`src/rtl/sar_search_if.sv`:
```
// Handshake and comparator bus for the SAR binary-search controller.
//   start   : request a new search (driven by the requester)
//   trial   : current trial value, feeds the b operand of the external comparator
//   cmp_lt/cmp_eq/cmp_gt : comparator result for target vs trial
//   busy/done : search in progress / one-cycle completion pulse
//   result/found/error/steps : outcome of the last search, held until the next start
// master: requester plus comparator side; slave: the search engine.
interface sar_search_if #(
   parameter int unsigned N = 8
);
   localparam int unsigned StepsW = $clog2(N + 2);

   logic              start;
   logic [N-1:0]      trial;
   logic              cmp_lt;
   logic              cmp_eq;
   logic              cmp_gt;
   logic              busy;
   logic              done;
   logic [N-1:0]      result;
   logic              found;
   logic              error;
   logic [StepsW-1:0] steps;

   modport master (
      output start, cmp_lt, cmp_eq, cmp_gt,
      input  trial, busy, done, result, found, error, steps
   );

   modport slave (
      input  start, cmp_lt, cmp_eq, cmp_gt,
      output trial, busy, done, result, found, error, steps
   );
endinterface

```
`src/rtl/sar_search.sv`:
```
// Successive-approximation binary search against an external magnitude comparator.
// Ports:
//   clk : rising-edge clock
//   rst : synchronous active-high reset
//   bus : sar_search_if slave modport (start, trial, cmp_*, busy, done, result,
//         found, error, steps)
// One comparison is consumed per EVAL cycle. Inconsistent or non-one-hot comparator
// answers, and bound updates that would wrap or cross, abort the search with error=1.
module sar_search #(
   parameter int unsigned N = 8
) (
   input logic        clk,
   input logic        rst,
   sar_search_if.slave bus
);
   localparam int unsigned StepsW = $clog2(N + 2);
   localparam logic [N-1:0] MaxVal = '1;

   typedef enum logic [1:0] {StIdle, StEval, StFinish} state_e;

   state_e            state_q, state_d;
   logic [N-1:0]      lo_q, lo_d;
   logic [N-1:0]      hi_q, hi_d;
   logic [N-1:0]      trial_q, trial_d;
   logic [N-1:0]      result_q, result_d;
   logic [StepsW-1:0] steps_q, steps_d;
   logic              found_q, found_d;
   logic              error_q, error_d;
   logic              done_q, done_d;

   logic [N-1:0]      new_lo, new_hi;
   logic              abort;
   logic [2:0]        cmp_vec;

   assign cmp_vec = {bus.cmp_lt, bus.cmp_eq, bus.cmp_gt};

   always_comb begin
      state_d  = state_q;
      lo_d     = lo_q;
      hi_d     = hi_q;
      trial_d  = trial_q;
      result_d = result_q;
      steps_d  = steps_q;
      found_d  = found_q;
      error_d  = error_q;
      done_d   = (state_q == StFinish);
      new_lo   = lo_q;
      new_hi   = hi_q;
      abort    = 1'b0;

      unique case (state_q)
         StIdle: begin
            if (bus.start) begin
               lo_d    = '0;
               hi_d    = MaxVal;
               trial_d = MaxVal >> 1;
               steps_d = '0;
               found_d = 1'b0;
               error_d = 1'b0;
               state_d = StEval;
            end
         end
         StEval: begin
            steps_d = steps_q + StepsW'(1);
            case (cmp_vec)
               3'b010: begin
                  result_d = trial_q;
                  found_d  = 1'b1;
                  state_d  = StFinish;
               end
               3'b001: begin
                  // target above trial: raise lo, refusing to wrap past MaxVal
                  if (trial_q == MaxVal) begin
                     abort = 1'b1;
                  end else begin
                     new_lo = trial_q + N'(1);
                     if (new_lo > hi_q) abort = 1'b1;
                  end
               end
               3'b100: begin
                  // target below trial: lower hi, refusing to wrap below zero
                  if (trial_q == '0) begin
                     abort = 1'b1;
                  end else begin
                     new_hi = trial_q - N'(1);
                     if (new_hi < lo_q) abort = 1'b1;
                  end
               end
               default: abort = 1'b1;
            endcase

            if (abort) begin
               result_d = trial_q;
               error_d  = 1'b1;
               found_d  = 1'b0;
               state_d  = StFinish;
            end else if (cmp_vec != 3'b010) begin
               lo_d    = new_lo;
               hi_d    = new_hi;
               // midpoint form that cannot overflow N bits
               trial_d = new_lo + ((new_hi - new_lo) >> 1);
            end
         end
         StFinish: begin
            state_d = StIdle;
         end
         default: begin
            state_d = StIdle;
         end
      endcase
   end

   always_ff @(posedge clk) begin
      if (rst) begin
         state_q  <= StIdle;
         lo_q     <= '0;
         hi_q     <= MaxVal;
         trial_q  <= '0;
         result_q <= '0;
         steps_q  <= '0;
         found_q  <= 1'b0;
         error_q  <= 1'b0;
         done_q   <= 1'b0;
      end else begin
         state_q  <= state_d;
         lo_q     <= lo_d;
         hi_q     <= hi_d;
         trial_q  <= trial_d;
         result_q <= result_d;
         steps_q  <= steps_d;
         found_q  <= found_d;
         error_q  <= error_d;
         done_q   <= done_d;
      end
   end

   assign bus.trial  = trial_q;
   assign bus.busy   = (state_q != StIdle);
   assign bus.done   = done_q;
   assign bus.result = result_q;
   assign bus.found  = found_q;
   assign bus.error  = error_q;
   assign bus.steps  = steps_q;
endmodule

```
`src/flat_wrapper.sv`:
```
// flat-port wrapper written by rule: the top's interface ports become plain ports
module sar_search_flat 
#(
   parameter int unsigned N = 8
)
  (clk, rst, bus_start, bus_cmp_lt, bus_cmp_eq, bus_cmp_gt, bus_trial, bus_busy, bus_done, bus_result, bus_found, bus_error, bus_steps);
  sar_search_if #(.N(N)) bus_i ();
  input logic clk;
  input logic rst;
  input wire logic [$bits(bus_i.start)-1:0] bus_start;
  input wire logic [$bits(bus_i.cmp_lt)-1:0] bus_cmp_lt;
  input wire logic [$bits(bus_i.cmp_eq)-1:0] bus_cmp_eq;
  input wire logic [$bits(bus_i.cmp_gt)-1:0] bus_cmp_gt;
  output wire logic [$bits(bus_i.trial)-1:0] bus_trial;
  output wire logic [$bits(bus_i.busy)-1:0] bus_busy;
  output wire logic [$bits(bus_i.done)-1:0] bus_done;
  output wire logic [$bits(bus_i.result)-1:0] bus_result;
  output wire logic [$bits(bus_i.found)-1:0] bus_found;
  output wire logic [$bits(bus_i.error)-1:0] bus_error;
  output wire logic [$bits(bus_i.steps)-1:0] bus_steps;
  assign bus_i.start = bus_start;
  assign bus_i.cmp_lt = bus_cmp_lt;
  assign bus_i.cmp_eq = bus_cmp_eq;
  assign bus_i.cmp_gt = bus_cmp_gt;
  assign bus_trial = bus_i.trial;
  assign bus_busy = bus_i.busy;
  assign bus_done = bus_i.done;
  assign bus_result = bus_i.result;
  assign bus_found = bus_i.found;
  assign bus_error = bus_i.error;
  assign bus_steps = bus_i.steps;
  sar_search #(.N(N)) u_core (.clk(clk), .rst(rst), .bus(bus_i));
endmodule
```
`config.mk`:
```
export PLATFORM = sky130hd
export DESIGN_NAME = sar_search_flat
export DESIGN_NICKNAME = d
export VERILOG_FILES = /design/src/rtl/sar_search_if.sv /design/src/rtl/sar_search.sv /design/src/flat_wrapper.sv
export SDC_FILE = /design/constraint.sdc
export NUM_CORES = 1
export LEC_CHECK = 0
export CORE_MARGIN = 10
export CORE_UTILIZATION = 58
export DETAILED_ROUTE_END_ITERATION = 8
export PLACE_DENSITY_LB_ADDON = 0.3
export SLEW_MARGIN = 20
export SYNTH_ARGS = -nofsm -noshare
export SYNTH_HDL_FRONTEND = slang
export SYNTH_SLANG_ARGS = --single-unit
```
`constraint.sdc`:
```
create_clock -name clk -period 6.4 [get_ports clk]
set_input_delay 1.92 -clock clk [delete_from_list [all_inputs] [get_ports clk]]
set_output_delay 1.92 -clock clk [all_outputs]
set_load 0.01 [all_outputs]
```
Word level (Yosys, flattened, before mapping):

Cells that the tools add are included.

* eq/ne operators: 12
* multiplexer cells: 38
* add/subtract/negate cells: 5
* reductions and logical operators: 11
* magnitude comparators: 2

Operators by type and width (count)
* 8-bit 2-to-1 mux: 17
* 8-bit case mux with 2 select lines: 3
* 1-bit 2-to-1 mux: 9
* 8-bit by 1-bit adder with 8-bit output, second input constant: 1
* 8-bit by 7-bit adder with 8-bit output: 1
* 8-bit equality test, second input constant: 1
* 8-bit greater-than comparator: 1
* 8-bit logical NOT: 1
* 8-bit less-than comparator: 1
* 4-bit case mux with 2 select lines: 1
* 8-bit by 1-bit subtractor with 8-bit output, second input constant: 1
* 8-bit subtractor: 1
* 2-bit 2-to-1 mux: 3
* 3-bit by 2-bit inequality test with 1-bit output, second input constant: 2
* 2-bit AND reduction: 3
* 3-bit AND reduction: 2
* 2-bit nonzero test: 3
* 4-bit by 1-bit adder with 4-bit output, second input constant: 1
* 4-bit 2-to-1 mux: 1
* 2-bit by 1-bit inequality test with 1-bit output, second input constant: 2
* 2-bit inequality test, second input constant: 2
* 1-bit case mux with 2 select lines: 2
* 2-bit case mux with 2 select lines: 1
* 4-bit AND reduction: 1
* 7 further kinds: 7

* flip-flop bits (word level): 41
* word-level logic and storage cells: 77

Longest topological paths before layout:

* depth after elaboration: 9
* gate-level depth with buffers: 21
* depth with buffers taken out: 19

Worst setup path after synthesis:

No wires, ideal clock.

* kind: input -> register
* start: input port bus_cmp_eq
* end: register u_core.trial_q[6], in the netlist u_core.bus.trial[6]
* arrival time: 5.237 ns
* setup slack: 1.028 ns
* stages: 15
* buffers on the path: 0
* cell sequence: nor3b_1 -> o21ai_2 -> o21ai_0 -> inv_1 -> fa_1 -> xnor2_1 -> a21boi_0 -> nor2_1 -> ha_1 -> nor3_1 -> o311ai_2 -> maj3_1 -> a21oi_1 -> xor2_1 -> a211oi_2

* word-level cells in the longest chain between the ends: 8
* elaborated cells between the ends (all ways): 18

Ends and longest elaborated chain
* from (decl): RTL line flat_wrapper.sv:12 `input wire logic [$bits(bus_i.cmp_eq)-1:0] bus_cmp_eq;`
* 3-bit equality test / 3-bit by 1-bit equality test with 1-bit output (equally long branches): RTL line sar_search.sv:65 `case (cmp_vec)`
* 8-bit 2-to-1 mux: RTL line sar_search.sv:65
* 8-bit 2-to-1 mux: RTL line sar_search.sv:51 `unique case (state_q)`
* 8-bit subtractor: RTL line sar_search.sv:101 `trial_d = new_lo + ((new_hi - new_lo) >> 1);`
* 8-bit by 7-bit adder with 8-bit output: RTL line sar_search.sv:101
* 8-bit 2-to-1 mux: RTL line sar_search.sv:97 `end else if (cmp_vec != 3'b010) begin`
* 8-bit 2-to-1 mux: RTL line sar_search.sv:92 `if (abort) begin`
* 8-bit case mux with 2 select lines: RTL line sar_search.sv:51
* to (signal assigned): RTL line sar_search.sv:128 `trial_q <= trial_d;`
* to (decl): RTL line sar_search.sv:24 `logic [N-1:0] trial_q, trial_d;`

Parallel ways exist; a longest one is shown, timed or not. The select of a mux whose other input is x is not followed.
A chain may end at the register's enable or synchronous reset.

Worst setup path after layout:

Same ends and word-level chain as after synthesis.

==> results.yml <==
synth:
  synth-seq-cells: 41
  async_reset_ff_frac: 0
  synthDominantCellAreaShare: 0.2587
  synth-main-ff-cell: "dfxtp_1"
  synth_edf_count: 0
  synthTopCellsByArea: "dfxtp_1, ha_1, nor2_1"
  synth_area_um2: 3173
  ys_seq_area_frac: 0.2587
  synth_cell_types: 61
  netlist_instances: 400
  ys_warn_count: 0
  avgSynthCellArea_um2: 7.933
  synth_nets: 438
  synth_top_area_cell: "dfxtp_1"
timing:
  tightestPinTransition_ns: 0.8836
  finalSetupTns_ns: 0
  finClkSkew_ns: 0.01585
  period_minus_slack_ns: 5.846
  setup_viol: 0
  max_freq_ghz: 0.1711
  hold_viol: 0
  finalWorstSetupSlack_ns: 0.5545
  min_period_over_period: 0.9134
  rsz0062_at_grt: "no"
  slew_violations: 0
  slew_headroom: 0.4088
grt:
  grt_max_degree: 44
  grt.total_usage: 0.1980
  gr-total-overflow: 0
  grt_pass1_vias: 2933
  grt_antenna_before_repair: 0
  grt_pass1_wl_um: 14270
clock_tree:
  cts_sinks: 41
  root_buffer: "clkbuf_8"
  clkSlewWorstSetupHoldPaths_ns: 0.09
  clock_latency_ns: 0.31
  ctsHoldBuffers: 0
  ctsResizeCount: 0
  h-tree-depth: 2
  numCtsBuffers: 5
  cts_tree: "done"
  clockBufferDepth: 2
  cts_setup_buffers: 0
layout:
  drive_gt1_frac: 0.07547
  nets: 461
  multi_input_area_um2: 2130
  diodes: 0
  area_growth_pct: 15.26
  fill_cells: 441
  fin_cells: 494
  register_area_um2: 820.8
routing:
  first_pass_iters: 5
  drtIter0Drc: 338
  antenna_left: 0
  drc: 0
  wire_per_inst_um: 17.45
  viasPerCell: 6.075
  vias: 3001
  postRouteWirelength_um: 8619
die:
  die_area_um2: 8829
  core_um2: 5205
  start_util: 0.6096
  fp.dieH_um: 93.97
  ioPinCount: 30
  rows: 26
  die_w_um: 93.97
power_and_ir_drop:
  vdd_drop_max_mv: 0.1505
  power_leakage_nw: 1.555
  power_density_nw_per_um2: 205.8
critical_path:
  path_class: "primary input to register"
  crit_required_ns: 6.59
  critPathArrivalTime_ns: 6.03
  critPathLaunchType: "primary input"
  crit_path_end_kind: "register"
  path_max_fanout: 7
run:
  cap_violations: 0
place:
  io_buffers: 29
  placed_cells: 486
  gp_congestion: 0.9428
  dp_hpwl_um: 6361
  dp_slack_ns: 0.2733
status:
  status: "completed"
min_path:
  hp-class: "register to register"
-- final timing paths --
kind	slack, ns	cells after the start	endpoint	startpoint
worst min-delay path	0.48	2	u_core.lo_q[5]$_SDFFE_PP0P_	u_core.lo_q[5]$_SDFFE_PP0P_
worst max-delay path	0.55	16	u_core.bus.trial[6]$_SDFFE_PP0P_	bus_cmp_eq
worst max register to register	1.74	18	u_core.bus.trial[6]$_SDFFE_PP0P_	u_core.bus.trial[0]$_SDFFE_PP0P_
worst min register to register	0.48	2	u_core.lo_q[5]$_SDFFE_PP0P_	u_core.lo_q[5]$_SDFFE_PP0P_
-- stage by stage --
stage                     area, um^2  hold WS (ns)  power [mW]  utilization
after detailed placement        3520        0.4639      0.4972       0.6762
after CTS                       3657        0.4774      0.7525       0.7026
after floorplan                 3173        0.4479      0.4337            -
after global routing            3657        0.5073      0.7893       0.7026
final                           3657        0.4765      0.7528       0.7026
after global placement          3520        0.4567      0.4922       0.6762
-- cell type report --
| class | count | share of cell area |
|---|---|---|
| clock inverter | 3 | 0.01882 |
| multi-input combinational | 303 | 0.5823 |
| tap | 70 | 0.02395 |
| inverter | 35 | 0.03592 |
| timing repair buffer | 37 | 0.09579 |
| sequential | 41 | 0.2244 |
| clock buffer | 5 | 0.01882 |
-- logic make-up (layout without fill, tap and decap cells) --
family,after synthesis,count (layout),synth area share
buffers and inverters,56,80,0.07018
adder cells (fa/ha/maj),35,35,0.1384
AO/OA/AOI/OAI,94,94,0.2086
flip-flops,41,41,0.2587
XOR/XNOR,23,23,0.06348
AND/OR/NAND/NOR,136,136,0.2110
multiplexers,15,15,0.04968
-- per-layer routing --
layer  share of wire  GRT usage  vias up
met5               0          0        -
met4           0.024    0.08101        0
met3           0.069    0.03757       26
met2            0.47     0.3249      123
met1            0.43     0.2472     1403
li1                -          -     1449
-- power breakdown --
| part | internal, mW | leakage [nW] | switching [mW] |
|---|---|---|---|
| clock | 0.157 | 0.0687 | 0.0987 |
| sequential | 0.264 | 0.334 | 0.0237 |
| combinational | 0.0912 | 1.15 | 0.118 |
-- Yosys cell counts (3+ instances only) --
library cell	count
nor2b_1	3
clkbuf_1	15
xor2_1	11
a21o_1	8
o21bai_1	8
o21ai_0	17
buf_2	3
nand2b_1	7
nand4_1	6
a22oi_1	3
a211oi_1	4
dfxtp_1	41
nor2_1	38
ha_1	31
mux2_2	5
and2_1	3
o21a_1	7
nand3_1	20
nand2_1	29
xnor2_1	12
nor3_1	15
mux2i_1	9
a21oi_1	24
inv_1	35
-- worst max-delay path, stage by stage --
cell             delay, ns
clkdlybuf4s50_1       0.52
nor3b_1               0.41
o21ai_2               0.17
o21ai_0               0.32
inv_1                 0.11
fa_1                  0.47
xnor2_1               0.26
a21boi_0              0.29
nor2_1                0.09
ha_1                  0.22
nor3_1                0.27
o311ai_2              0.14
maj3_1                0.37
a21oi_1               0.18
xor2_1                0.19
a211oi_2              0.09
-- layout by cell type, fill, tap and decap left out, drive strengths merged, types with 8 or more instances in the layout --
cell,instances
a21o,8
o21ai,20
ha,31
nand3,20
mux2i,9
o21bai,8
clkdlybuf4s50,29
dfxtp,41
nor3,15
a21oi,24
nand2,29
xnor2,12
nor2,38
buf,8
xor2,11
inv,36
-- registers in the layout, indices dropped and copies added (netlist names), 2 cells and up --
register / cells
u_core.bus.result: 8
u_core.bus.steps: 4
u_core.bus.trial: 8
u_core.hi_q: 8
u_core.lo_q: 8
u_core.state_q: 2
Power figures use the tool's default switching activity.
